==> src/rtl/map_arb_pkg.sv <==
// ---------------------------------------------------------------------------
// map_arb_pkg
//   Shared definitions for the map ROM arbiter: default ROM geometry, the
//   owner tag encoding carried alongside each read through the ROM pipeline,
//   and small width helpers.
//
//   Owner tags: OWNER_NONE (no read in flight), OWNER_SCAN (scanout read),
//   OWNER_P0 + i (read issued for probe i). Tag width is $clog2(N_PROBE+2).
// ---------------------------------------------------------------------------
package map_arb_pkg;

    localparam int ADDR_W_DEF = 19;
    localparam int DATA_W_DEF = 8;

    localparam int OWNER_NONE = 0;
    localparam int OWNER_SCAN = 1;
    localparam int OWNER_P0   = 2;

    // Who owns the ROM slot in the current cycle.
    typedef enum logic [1:0] {
        SLOT_IDLE,
        SLOT_SCAN,
        SLOT_PROBE
    } slot_e;

    function automatic int ownerTagWidth(input int nProbe);
        return $clog2(nProbe + 2);
    endfunction

    // A single probe still needs a one-bit index/pointer.
    function automatic int probeIdxWidth(input int nProbe);
        return (nProbe > 1) ? $clog2(nProbe) : 1;
    endfunction

endpackage

==> src/rtl/map_arb_rr_pick.sv <==
// ---------------------------------------------------------------------------
// map_arb_rr_pick
//   Combinational round-robin picker. Chooses the first requester strictly
//   after the pointer position, wrapping around to index 0.
//
//   Ports:
//     req_i    in   N        request vector
//     ptr_i    in   IDX_W    index of the most recent winner
//     gnt_o    out  N        one-hot grant (zero when nothing requests)
//     idx_o    out  IDX_W    index of the granted requester
//     valid_o  out  1        at least one request present
// ---------------------------------------------------------------------------
module map_arb_rr_pick
    import map_arb_pkg::*;
#(
    parameter int N     = 4,
    parameter int IDX_W = probeIdxWidth(N)
) (
    input  logic [N-1:0]     req_i,
    input  logic [IDX_W-1:0] ptr_i,
    output logic [N-1:0]     gnt_o,
    output logic [IDX_W-1:0] idx_o,
    output logic             valid_o
);

    logic [N-1:0] aboveMask;
    logic [N-1:0] maskedReq;

    // Requests above the pointer take precedence; if none, fall back to the
    // lowest request overall (the wrap-around case). The downward scan leaves
    // the lowest qualifying index as the final assignment.
    always_comb begin
        aboveMask = '0;
        for (int i = 0; i < N; i++) begin
            aboveMask[i] = (IDX_W'(i) > ptr_i);
        end
        maskedReq = req_i & aboveMask;
        gnt_o     = '0;
        idx_o     = '0;
        valid_o   = |req_i;
        for (int i = N - 1; i >= 0; i--) begin
            if (maskedReq[i] || ((maskedReq == '0) && req_i[i])) begin
                gnt_o    = '0;
                gnt_o[i] = 1'b1;
                idx_o    = IDX_W'(i);
            end
        end
    end

endmodule

==> src/rtl/map_rom_arbiter.sv <==
// ---------------------------------------------------------------------------
// map_rom_arbiter
//   Owns the address port of the single-port synchronous map ROM and shares
//   it between VGA scanout (absolute priority, never stalled) and N_PROBE
//   collision probes served round-robin in scan-idle cycles. Each read's
//   owner tag travels through a 1+ROM_LAT deep pipeline so returning data is
//   steered to the right consumer; results appear 2+ROM_LAT cycles after the
//   request/grant cycle, in order, one per cycle.
//
//   Optional feature macro: MAP_ARB_TIMEOUT_EN adds per-probe starvation
//   counters and the probe_timeout_o port.
//
//   Ports:
//     clk_25m_i        in   1               pixel clock
//     rst_i            in   1               async active-high reset
//     scan_req_i       in   1               scanout needs the ROM this cycle
//     scan_addr_i      in   ADDR_W          scanout address
//     scan_valid_o     out  1               scan_data_o valid
//     scan_data_o      out  DATA_W          scanout pixel
//     probe_req_i      in   N_PROBE         per-probe request
//     probe_addr_i     in   N_PROBE*ADDR_W  packed probe addresses
//     probe_gnt_o      out  N_PROBE         one-hot combinational grant
//     probe_rvalid_o   out  N_PROBE         one-hot read-data valid
//     probe_rdata_o    out  DATA_W          shared probe read data
//     rom_en_o         out  1               ROM enable (registered)
//     rom_addr_o       out  ADDR_W          ROM address (registered)
//     rom_data_i       in   DATA_W          ROM read data
//     probe_timeout_o  out  N_PROBE         starvation pulse (MAP_ARB_TIMEOUT_EN)
// ---------------------------------------------------------------------------
module map_rom_arbiter
    import map_arb_pkg::*;
#(
    parameter int N_PROBE  = 4,
    parameter int ADDR_W   = ADDR_W_DEF,
    parameter int DATA_W   = DATA_W_DEF,
    parameter int ROM_LAT  = 1,
    parameter int MAX_WAIT = 1024
) (
    input  logic                      clk_25m_i,
    input  logic                      rst_i,
    input  logic                      scan_req_i,
    input  logic [ADDR_W-1:0]         scan_addr_i,
    output logic                      scan_valid_o,
    output logic [DATA_W-1:0]         scan_data_o,
    input  logic [N_PROBE-1:0]        probe_req_i,
    input  logic [N_PROBE*ADDR_W-1:0] probe_addr_i,
    output logic [N_PROBE-1:0]        probe_gnt_o,
    output logic [N_PROBE-1:0]        probe_rvalid_o,
    output logic [DATA_W-1:0]         probe_rdata_o,
    output logic                      rom_en_o,
    output logic [ADDR_W-1:0]         rom_addr_o,
    input  logic [DATA_W-1:0]         rom_data_i
`ifdef MAP_ARB_TIMEOUT_EN
    ,
    output logic [N_PROBE-1:0]        probe_timeout_o
`endif
);

    localparam int TAG_W = ownerTagWidth(N_PROBE);
    localparam int IDX_W = probeIdxWidth(N_PROBE);

    slot_e              slot;
    logic [N_PROBE-1:0] pickGnt;
    logic [IDX_W-1:0]   pickIdx;
    logic               pickValid;
    logic [IDX_W-1:0]   rrPtr_q, rrPtr_d;
    logic               romEn_q, romEn_d;
    logic [ADDR_W-1:0]  romAddr_q, romAddr_d;
    logic [TAG_W-1:0]   tagIn;
    logic [TAG_W-1:0]   tagPipe_q [ROM_LAT+1];
    logic [TAG_W-1:0]   tail;
    logic [ADDR_W-1:0]  probeAddr [N_PROBE];
    logic               scanValid_q, scanValid_d;
    logic [DATA_W-1:0]  scanData_q, scanData_d;
    logic [N_PROBE-1:0] probeRvalid_q, probeRvalid_d;
    logic [DATA_W-1:0]  probeRdata_q, probeRdata_d;

    map_arb_rr_pick #(
        .N     (N_PROBE),
        .IDX_W (IDX_W)
    ) u_rrPick (
        .req_i   (probe_req_i),
        .ptr_i   (rrPtr_q),
        .gnt_o   (pickGnt),
        .idx_o   (pickIdx),
        .valid_o (pickValid)
    );

    // Unpack the flat probe address bus.
    always_comb begin
        for (int i = 0; i < N_PROBE; i++) begin
            probeAddr[i] = probe_addr_i[i*ADDR_W +: ADDR_W];
        end
    end

    // Scanout always wins the slot; probes only compete when scan is idle.
    always_comb begin
        slot = SLOT_IDLE;
        if (scan_req_i) begin
            slot = SLOT_SCAN;
        end else if (pickValid) begin
            slot = SLOT_PROBE;
        end
    end

    // Slot issue: ROM command, pointer advance and owner tag for the read.
    always_comb begin
        probe_gnt_o = '0;
        rrPtr_d     = rrPtr_q;
        romEn_d     = 1'b0;
        romAddr_d   = romAddr_q;
        tagIn       = TAG_W'(OWNER_NONE);
        case (slot)
            SLOT_SCAN: begin
                romEn_d   = 1'b1;
                romAddr_d = scan_addr_i;
                tagIn     = TAG_W'(OWNER_SCAN);
            end
            SLOT_PROBE: begin
                probe_gnt_o = pickGnt;
                rrPtr_d     = pickIdx;
                romEn_d     = 1'b1;
                romAddr_d   = probeAddr[pickIdx];
                tagIn       = TAG_W'(OWNER_P0) + TAG_W'(pickIdx);
            end
            default: ;
        endcase
    end

    // Output steering from the pipeline tail; data registers hold when idle.
    always_comb begin
        tail          = tagPipe_q[ROM_LAT];
        scanValid_d   = 1'b0;
        scanData_d    = scanData_q;
        probeRvalid_d = '0;
        probeRdata_d  = probeRdata_q;
        if (tail == TAG_W'(OWNER_SCAN)) begin
            scanValid_d = 1'b1;
            scanData_d  = rom_data_i;
        end
        for (int i = 0; i < N_PROBE; i++) begin
            if (tail == TAG_W'(OWNER_P0 + i)) begin
                probeRvalid_d[i] = 1'b1;
                probeRdata_d     = rom_data_i;
            end
        end
    end

    // Pointer resets to the last probe so probe 0 wins first. Reset also
    // flushes in-flight owner tags so no stale results are delivered.
    always_ff @(posedge clk_25m_i or posedge rst_i) begin
        if (rst_i) begin
            rrPtr_q       <= IDX_W'(N_PROBE - 1);
            romEn_q       <= 1'b0;
            romAddr_q     <= '0;
            for (int s = 0; s <= ROM_LAT; s++) begin
                tagPipe_q[s] <= TAG_W'(OWNER_NONE);
            end
            scanValid_q   <= 1'b0;
            scanData_q    <= '0;
            probeRvalid_q <= '0;
            probeRdata_q  <= '0;
        end else begin
            rrPtr_q       <= rrPtr_d;
            romEn_q       <= romEn_d;
            romAddr_q     <= romAddr_d;
            tagPipe_q[0]  <= tagIn;
            for (int s = 1; s <= ROM_LAT; s++) begin
                tagPipe_q[s] <= tagPipe_q[s-1];
            end
            scanValid_q   <= scanValid_d;
            scanData_q    <= scanData_d;
            probeRvalid_q <= probeRvalid_d;
            probeRdata_q  <= probeRdata_d;
        end
    end

    assign rom_en_o       = romEn_q;
    assign rom_addr_o     = romAddr_q;
    assign scan_valid_o   = scanValid_q;
    assign scan_data_o    = scanData_q;
    assign probe_rvalid_o = probeRvalid_q;
    assign probe_rdata_o  = probeRdata_q;

`ifdef MAP_ARB_TIMEOUT_EN
    localparam int CNT_W = $clog2(MAX_WAIT + 1);

    logic [CNT_W-1:0]   waitCnt_q [N_PROBE];
    logic [CNT_W-1:0]   waitCnt_d [N_PROBE];
    logic [N_PROBE-1:0] timeout_q, timeout_d;

    // A probe is starving while it requests without a grant. The counter
    // saturates at MAX_WAIT so the pulse fires exactly once per wait episode.
    always_comb begin
        timeout_d = '0;
        for (int i = 0; i < N_PROBE; i++) begin
            waitCnt_d[i] = '0;
            if (probe_req_i[i] && !probe_gnt_o[i]) begin
                waitCnt_d[i] = (waitCnt_q[i] == CNT_W'(MAX_WAIT)) ?
                               waitCnt_q[i] : waitCnt_q[i] + CNT_W'(1);
                timeout_d[i] = (waitCnt_q[i] == CNT_W'(MAX_WAIT - 1));
            end
        end
    end

    always_ff @(posedge clk_25m_i or posedge rst_i) begin
        if (rst_i) begin
            for (int i = 0; i < N_PROBE; i++) begin
                waitCnt_q[i] <= '0;
            end
            timeout_q <= '0;
        end else begin
            for (int i = 0; i < N_PROBE; i++) begin
                waitCnt_q[i] <= waitCnt_d[i];
            end
            timeout_q <= timeout_d;
        end
    end

    assign probe_timeout_o = timeout_q;
`else
    logic unused_maxWait;
    assign unused_maxWait = ^MAX_WAIT;
`endif

endmodule

==> config.mk <==
export PLATFORM = sky130hd
export DESIGN_NAME = map_rom_arbiter
export DESIGN_NICKNAME = d
export VERILOG_FILES = /design/src/rtl/map_arb_pkg.sv /design/src/rtl/map_arb_rr_pick.sv /design/src/rtl/map_rom_arbiter.sv
export SDC_FILE = /design/constraint.sdc
export NUM_CORES = 1
export LEC_CHECK = 0
export CAP_MARGIN = 40
export CORE_ASPECT_RATIO = 0.7
export CORE_MARGIN = 2
export CORE_UTILIZATION = 40
export CTS_CLUSTER_DIAMETER = 150
export CTS_CLUSTER_SIZE = 16
export DETAILED_ROUTE_END_ITERATION = 6
export HOLD_SLACK_MARGIN = 0.1
export PLACE_DENSITY = 0.86
export REMOVE_ABC_BUFFERS = 1
export SETUP_SLACK_MARGIN = 0.02
export SLEW_MARGIN = 20
export SYNTH_ARGS = -nofsm -noshare
export SYNTH_HDL_FRONTEND = slang
export SYNTH_HIERARCHICAL = 1
export SYNTH_SLANG_ARGS = --single-unit
==> constraint.sdc <==
create_clock -name clk_25m_i -period 5.6 [get_ports clk_25m_i]
set_input_delay 1.12 -clock clk_25m_i [delete_from_list [all_inputs] [get_ports clk_25m_i]]
set_output_delay 1.12 -clock clk_25m_i [all_outputs]
set_load 0.02 [all_outputs]
==> results of run 1 <==
==> sequential cells by signal, indices dropped and copies added, names as in the netlist <==
signal / flops
rrPtr_q: 2
rom_addr_o: 19
rom_en_o: 1
tail: 3
tagPipe_q: 3
probe_rvalid_o: 4
probe_rdata_o: 8
scan_data_o: 8
scan_valid_o: 1
==> worst min path at each step <==
stage	from	to	slack [ns]
after global placement	tagPipe_q[5]	tail[2]	0.33
after global routing	tagPipe_q[4]	tail[1]	0.36
after detailed placement	tagPipe_q[5]	tail[2]	0.34
final	tagPipe_q[4]	tail[1]	0.35
after floorplan	tagPipe_q[3]	tail[0]	0.33
after CTS	tagPipe_q[4]	tail[1]	0.35
==> per-layer routing <==
layer | up-vias | routed length (um) | GRT usage
li1 | 1095 | - | -
met1 | 1143 | 3020 | 0.261
met2 | 124 | 3620 | 0.363
met3 | 6 | 649 | 0.0662
met4 | 0 | 68 | 0.0502
met5 | - | 0 | 0
==> logic make-up (layout without fill, tap and decap cells) <==
| family | after synthesis | count (layout) |
|---|---|---|
| multiplexers | 50 | 50 |
| flip-flops | 49 | 49 |
| AND/OR/NAND/NOR | 49 | 49 |
| AO/OA/AOI/OAI | 43 | 43 |
| buffers and inverters | 19 | 173 |
| XOR/XNOR | 1 | 1 |
==> per-stage QoR <==
| step | power, W | setup slack [ns] | hold WS [ns] | util |
|---|---|---|---|---|
| after floorplan | 0.00106 | 0.572 | 0.331 | - |
| after global placement | 0.00145 | 1.12 | 0.333 | 0.673 |
| after detailed placement | 0.00148 | 1.01 | 0.336 | 0.677 |
| after CTS | 0.00169 | 1.01 | 0.353 | 0.692 |
| after global routing | 0.00177 | 0.852 | 0.358 | 0.692 |
| final | 0.00168 | 1.03 | 0.351 | 0.692 |
==> area by class of cell <==
class,instances,area (sq um)
Clock buffer,5,68.8
Clock inverter,3,25.0
Fill cell,457,1900
Inverter,4,15.0
Multi-Input combinational cell,143,1240
Sequential cell,49,1230
Tap cell,78,97.6
Timing Repair Buffer,161,1610
==> critical path, delay by kind of cell <==
family | cells | cell delay [ns]
simple gates | 4 | 1.15
buf+inv | 2 | 1.18
==> cell usage after synthesis <==
| cell type | n | area, sq um |
|---|---|---|
| sky130_fd_sc_hd__a21oi_1 | 16 | 80.1 |
| sky130_fd_sc_hd__a222oi_1 | 13 | 130 |
| sky130_fd_sc_hd__nand2_1 | 13 | 48.8 |
| sky130_fd_sc_hd__buf_2 | 7 | 35.0 |
| sky130_fd_sc_hd__dfstp_2 | 2 | 52.6 |
| sky130_fd_sc_hd__and3b_1 | 3 | 26.3 |
| sky130_fd_sc_hd__mux2_2 | 41 | 462 |
| sky130_fd_sc_hd__nor3b_1 | 3 | 22.5 |
| sky130_fd_sc_hd__nor3_1 | 1 | 5.00 |
| sky130_fd_sc_hd__o221a_2 | 2 | 22.5 |
| sky130_fd_sc_hd__and2_1 | 4 | 25.0 |
| sky130_fd_sc_hd__nor2b_1 | 2 | 12.5 |
| sky130_fd_sc_hd__and2b_2 | 1 | 8.76 |
| sky130_fd_sc_hd__mux2_1 | 3 | 33.8 |
| sky130_fd_sc_hd__nand2b_1 | 2 | 12.5 |
| sky130_fd_sc_hd__o2bb2ai_1 | 1 | 8.76 |
| sky130_fd_sc_hd__mux4_2 | 6 | 135 |
| sky130_fd_sc_hd__inv_1 | 3 | 11.3 |
| sky130_fd_sc_hd__o32ai_1 | 1 | 8.76 |
| sky130_fd_sc_hd__a221oi_1 | 1 | 8.76 |
| sky130_fd_sc_hd__nor2_1 | 18 | 67.6 |
| sky130_fd_sc_hd__xor2_2 | 1 | 16.3 |
| sky130_fd_sc_hd__o22ai_1 | 1 | 6.26 |
| sky130_fd_sc_hd__dfrtp_1 | 47 | 1180 |
| sky130_fd_sc_hd__a21o_1 | 1 | 7.51 |
| sky130_fd_sc_hd__inv_2 | 1 | 3.75 |
| sky130_fd_sc_hd__a22oi_1 | 6 | 45.0 |
| sky130_fd_sc_hd__and3_1 | 1 | 6.26 |
| sky130_fd_sc_hd__a32o_1 | 1 | 10.0 |
| sky130_fd_sc_hd__clkbuf_2 | 1 | 5.00 |
| sky130_fd_sc_hd__buf_6 | 1 | 11.3 |
| sky130_fd_sc_hd__clkbuf_1 | 6 | 22.5 |
| sky130_fd_sc_hd__nor3b_2 | 1 | 12.5 |
==> power groups by stage <==
stage | combinational (W) | sequential [W] | clock (W)
finish | 0.000913 | 0.000554 | 0.000210
global route | 0.000967 | 0.000574 | 0.000232
CTS | 0.000921 | 0.000555 | 0.000219
detailed placement | 0.000917 | 0.000562 | 0
global placement | 0.000899 | 0.000553 | 0
floorplan | 0.000378 | 0.000684 | 0
==> results.toml, run 1 <==
[power]
combinational_share_of_power = 0.545
switching_share = 0.359
power.ir.vdd_worst_mv = 0.180
switchingPower_w = 0.000602
internal_power_w = 0.00107
pwr-share-seq = 0.330
power-per-cell-area_nw_per_um2 = 391
clock_power_share = 0.125
p_leak_nw = 1.73

[global_routing]
grt.overflow.total = 0
grt_max_degree = 37
grt_pass1_wl_mm = 11.8
antenna_found_initial = 0
grtUsageTotal = 0.211
number_of_global_route_vias_before_repair = 2436

[finish]
layout_cell_share_with_drive_strength_beyond_1 = 0.197
num-nets-final = 474
post-route-cell-area_sq_um = 4280
layout.cells.most_common_list = "sky130_fd_sc_hd__clkdlybuf4s50_1, sky130_fd_sc_hd__dfrtp_1, sky130_fd_sc_hd__mux2_2"
areaGrowthSynthToFinish_pct = 68.6
non_filler_cells_final = 443
antennaDiodeCount = 0
mostFrequentLayoutCell = "sky130_fd_sc_hd__clkdlybuf4s50_1"

[worst_setup_path]
crit_path_frequent_cell = "sky130_fd_sc_hd__clkdlybuf4s50_1"
rr_endpoint = "rom_addr_o[7]"
timing.critical_path.to_type = "output port"
setup.worst_path.end = "probe_gnt_o[3]"
worst_path_largest_cell_delay_ns = 0.65
required_ns = 4.48
setup_crit_start_kind = "primary input"
timing.critical_path.fanout_max = 12
startpoint = "probe_req_i[2]"
worstPathArrival_ns = 3.45
worst-r2r-setup-slack_ns = 2.98
worst_r2r_path_depth = 7
regToRegStartpoint = "rrPtr_q[0]"
worst-setup-path-type = "in2out"
critical-path-slowest-cell = "sky130_fd_sc_hd__nor2b_1"
worstPathCellList = "clkdlybuf4s50_1 -> nor2_1 -> nand2_1 -> nor2b_1 -> and2_1 -> clkdlybuf4s50_1"

[synthesis]
synth-compound-area-share = 0.129
synth_adder_area_share = 0
ys_seq_area_frac = 0.484
synth_seq_cells = 49
ys_warn_count = 6
synth.lib_cells_used.distinct = 33
post_synthesis_average_cell_area_sq_um = 12.0
syn_inst = 211
yosys.area_share.simple = 0.0975
synthMuxAreaShare = 0.248
syn_area_sq_um = 2540
synth-xor-area-share = 0.00640
synth_top_family_by_area = "multiplexers"

[timing]
clock.fmax_mhz = 219
rsz0062_at_grt = "false"
timing_hold_violations_final = 0
fin_tns_setup_ns = 0
layout_worst_path_cycle_share = 0.817
finalClockSkew_ns = 0.00936
period_needed_ns = 4.57
drv_slew = 0
setup_viol = 0
timing.max_slew.rel_slack = 0.485
tightestPinTransition_ns = 0.770

[floorplanning]
dieHeight_um = 70.7
design.die.area_sq_um = 7010
chipWidth_um = 99.2
floorplan.core_area_sq_um = 6190
floorplan.io_pins = 155
floorplan.initialDensity = 0.411
fp-row-count = 24

[clock_tree]
cts.path.max_buffers = 2
cts_root_buffer = "sky130_fd_sc_hd__clkbuf_8"
tritoncts = "yes"
worst_skew_pair.late_latency_ns = 0.30
cts_max_level = 2
clock_sink_count = 49
cts_buffers = 5
ctsResizeCount = 0
cts_hold_buffers = 0
worst_setup_hold_path_clk_slew_ns = 0.10
post_cts_repair_setup_buffers = 0

[drt]
drt-wirelength-per-cell_um = 16.6
post-route-drc-count = 0
firstDrtPassIters = 6
antenna_violating_nets_post_route = 0
vias_per_cell = 5.35
initialDrtViolationCount = 112
drt_wl_total_mm = 7.36
dr_total_vias = 2368

[place]
dp_cells = 435
gpl.final_weighted_congestion = 0.945
place_hpwl_mm = 5.86
port_buffers = 154
dpl_cell_area_sq_um = 4190

[hold_path]
hold-path-cell-count = 0
min_path_type = "reg2reg"

[flow_run]
cap_violations = 0

[run_status]
status = "complete, no violations"
No activity file was read; power rests on OpenSTA's default activity.
==> run 2, diff against run 1 <==
--- a/config.mk
+++ b/config.mk
@@ -8,12 +8,12 @@
 export CAP_MARGIN = 40
 export CORE_ASPECT_RATIO = 0.7
 export CORE_MARGIN = 2
-export CORE_UTILIZATION = 40
+export CORE_UTILIZATION = 37
 export CTS_CLUSTER_DIAMETER = 150
 export CTS_CLUSTER_SIZE = 16
 export DETAILED_ROUTE_END_ITERATION = 6
 export HOLD_SLACK_MARGIN = 0.1
-export PLACE_DENSITY = 0.86
+export PLACE_DENSITY = 0.8
 export REMOVE_ABC_BUFFERS = 1
 export SETUP_SLACK_MARGIN = 0.02
 export SLEW_MARGIN = 20
==> constraint.sdc (replaced) <==
create_clock -name clk_25m_i -period 4.45 [get_ports clk_25m_i]
set_input_delay 0.89 -clock clk_25m_i [delete_from_list [all_inputs] [get_ports clk_25m_i]]
set_output_delay 0.89 -clock clk_25m_i [all_outputs]
set_load 0.02 [all_outputs]
==> run 2 against run 1 <==
Effect of this change:
- count of clock-buffer cells in the layout unchanged
- global-route usage fell by 1.4 points
- via count fell by 0.17%
- non-clock buffer count grew 2
- wire length rose by 0.27%
- clock skew fell by 0.0037 ns
- die area grew 7.7%
- core utilization shrank 4.7 points
- register-to-register slack lost 1.0 ns
- clock power up 28%
- sequential share of layout area is 0.26 points lower
==> results.toml, run 2 (same netlist as run 1, synthesis figures left out) <==
[run_status]
status = "complete, no violations"

[worst_setup_path]
worst-setup-path-type = "in2out"
timing.critical_path.to_type = "output port"
setup_crit_start_kind = "primary input"
worst_path_largest_cell_delay_ns = 0.60
worstPathArrival_ns = 2.99
timing.critical_path.fanout_max = 9
required_ns = 3.56
crit_path_frequent_cell = "sky130_fd_sc_hd__clkdlybuf4s50_1"
critical-path-slowest-cell = "sky130_fd_sc_hd__clkdlybuf4s50_1"
worstPathCellList = "clkdlybuf4s50_1 -> nor2_1 -> nand2_1 -> nor2b_1 -> buf_4 -> and2_1 -> clkdlybuf4s50_1"

[clock_tree]
worst_setup_hold_path_clk_slew_ns = 0.10
clock_sink_count = 49
worst_skew_pair.late_latency_ns = 0.30
ctsResizeCount = 0
cts_hold_buffers = 0
tritoncts = "yes"
cts_root_buffer = "sky130_fd_sc_hd__clkbuf_8"
cts.path.max_buffers = 2
cts_buffers = 5
post_cts_repair_setup_buffers = 0
cts_max_level = 2

[power]
p_leak_nw = 1.74
pwr-share-seq = 0.330
power.ir.vdd_worst_mv = 0.217
switchingPower_w = 0.000754
power-per-cell-area_nw_per_um2 = 490
switching_share = 0.356
combinational_share_of_power = 0.543
clock_power_share = 0.127
internal_power_w = 0.00136

[global_routing]
number_of_global_route_vias_before_repair = 2240
grtUsageTotal = 0.197
grt_max_degree = 31
grt.overflow.total = 0
antenna_found_initial = 0
grt_pass1_wl_mm = 11.2

[finish]
non_filler_cells_final = 461
antennaDiodeCount = 0
areaGrowthSynthToFinish_pct = 70.1
fill_cells = 533
layout.cells.most_common_list = "sky130_fd_sc_hd__clkdlybuf4s50_1, sky130_fd_sc_hd__dfrtp_1, sky130_fd_sc_hd__mux2_2"
largest_register_ffs = 19
num-nets-final = 476
layout_cell_share_with_drive_strength_beyond_1 = 0.202
mostFrequentLayoutCell = "sky130_fd_sc_hd__clkdlybuf4s50_1"

[floorplanning]
design.die.area_sq_um = 7550
chipWidth_um = 103
floorplan.io_pins = 155
floorplan.initialDensity = 0.379
dieHeight_um = 73.3
floorplan.core_area_sq_um = 6690
fp-row-count = 25

[drt]
initialDrtViolationCount = 159
vias_per_cell = 5.13
drt-wirelength-per-cell_um = 16.0
dr_total_vias = 2364
firstDrtPassIters = 7
drt_wl_total_mm = 7.38
antenna_violating_nets_post_route = 0
post-route-drc-count = 0

[timing]
layout_worst_path_cycle_share = 0.872
finalClockSkew_ns = 0.00562
clock.fmax_mhz = 258
timing.max_slew.rel_slack = 0.620
timing.hold.ws_ns = 0.348
tightestPinTransition_ns = 0.569
period_needed_ns = 3.88
drv_slew = 0
setup_viol = 0
timing_hold_violations_final = 0
rsz0062_at_grt = "false"

[hold_path]
min_path_type = "reg2reg"

[place]
gpl.final_weighted_congestion = 0.860
dp_cells = 453
port_buffers = 154
place_hpwl_mm = 5.92

[flow_run]
cap_violations = 0
-- run 2: power groups by stage --
| stage | clock (W) | sequential (W) | combinational, W |
|---|---|---|---|
| 2_1_floorplan | 0 | 0.000861 | 0.000475 |
| 3_3_place_gp | 0 | 0.000698 | 0.00114 |
| 3_5_place_dp | 0 | 0.000709 | 0.00116 |
| 4_1_cts | 0.000279 | 0.000701 | 0.00116 |
| 5_1_grt | 0.000298 | 0.000719 | 0.00123 |
| 6_report | 0.000269 | 0.000699 | 0.00115 |
-- run 2: area by class of cell --
class / instances / area [sq um] / share of cell area
Clock buffer: 5 / 68.8 / 0.0159
Clock inverter: 3 / 25.0 / 0.00579
Inverter: 4 / 15.0 / 0.00347
Multi-Input combinational cell: 143 / 1240 / 0.287
Sequential cell: 49 / 1230 / 0.284
Tap cell: 94 / 118 / 0.0272
Timing Repair Buffer: 163 / 1630 / 0.376
-- run 2: worst paths after layout --
check                      slack (ns)  depth (start not counted)                to            from
max                              0.57                          7    probe_gnt_o[0]  probe_req_i[3]
min                              0.35                          0           tail[1]    tagPipe_q[4]
max reg2reg                      1.95                          7     rom_addr_o[3]      rrPtr_q[0]
min reg2reg                      0.35                          0           tail[1]    tagPipe_q[4]
max in group asynchronous        2.99                          3        rrPtr_q[1]           rst_i
min in group asynchronous        0.89                          2  probe_rdata_o[1]           rst_i
-- run 2: worst max-delay path, delay by kind of cell --
kind	cells	cell delay [ns]
buffers and inverters	3	1.41
and+or+nand+nor	4	0.69
-- run 2: metrics by stage --
stage	worst slack, ns	util	total power (W)	setup TNS [ns]	cell area (sq um)
global placement	0.704	0.627	0.00183	0	4200
CTS	0.583	0.646	0.00214	0	4320
floorplan	-0.348	-	0.00134	-6.30	2470
finish	0.570	0.646	0.00212	0	4320
detailed placement	0.590	0.632	0.00187	0	4230
global route	0.419	0.646	0.00225	0	4320
-- run 2: routing by layer --
metal / up-vias / part of all wire / global-route usage
li1: 1105 / - / -
met1: 1119 / 0.40 / 0.249
met2: 128 / 0.49 / 0.330
met3: 12 / 0.096 / 0.0666
met4: 0 / 0.011 / 0.0424
met5: - / 0 / 0
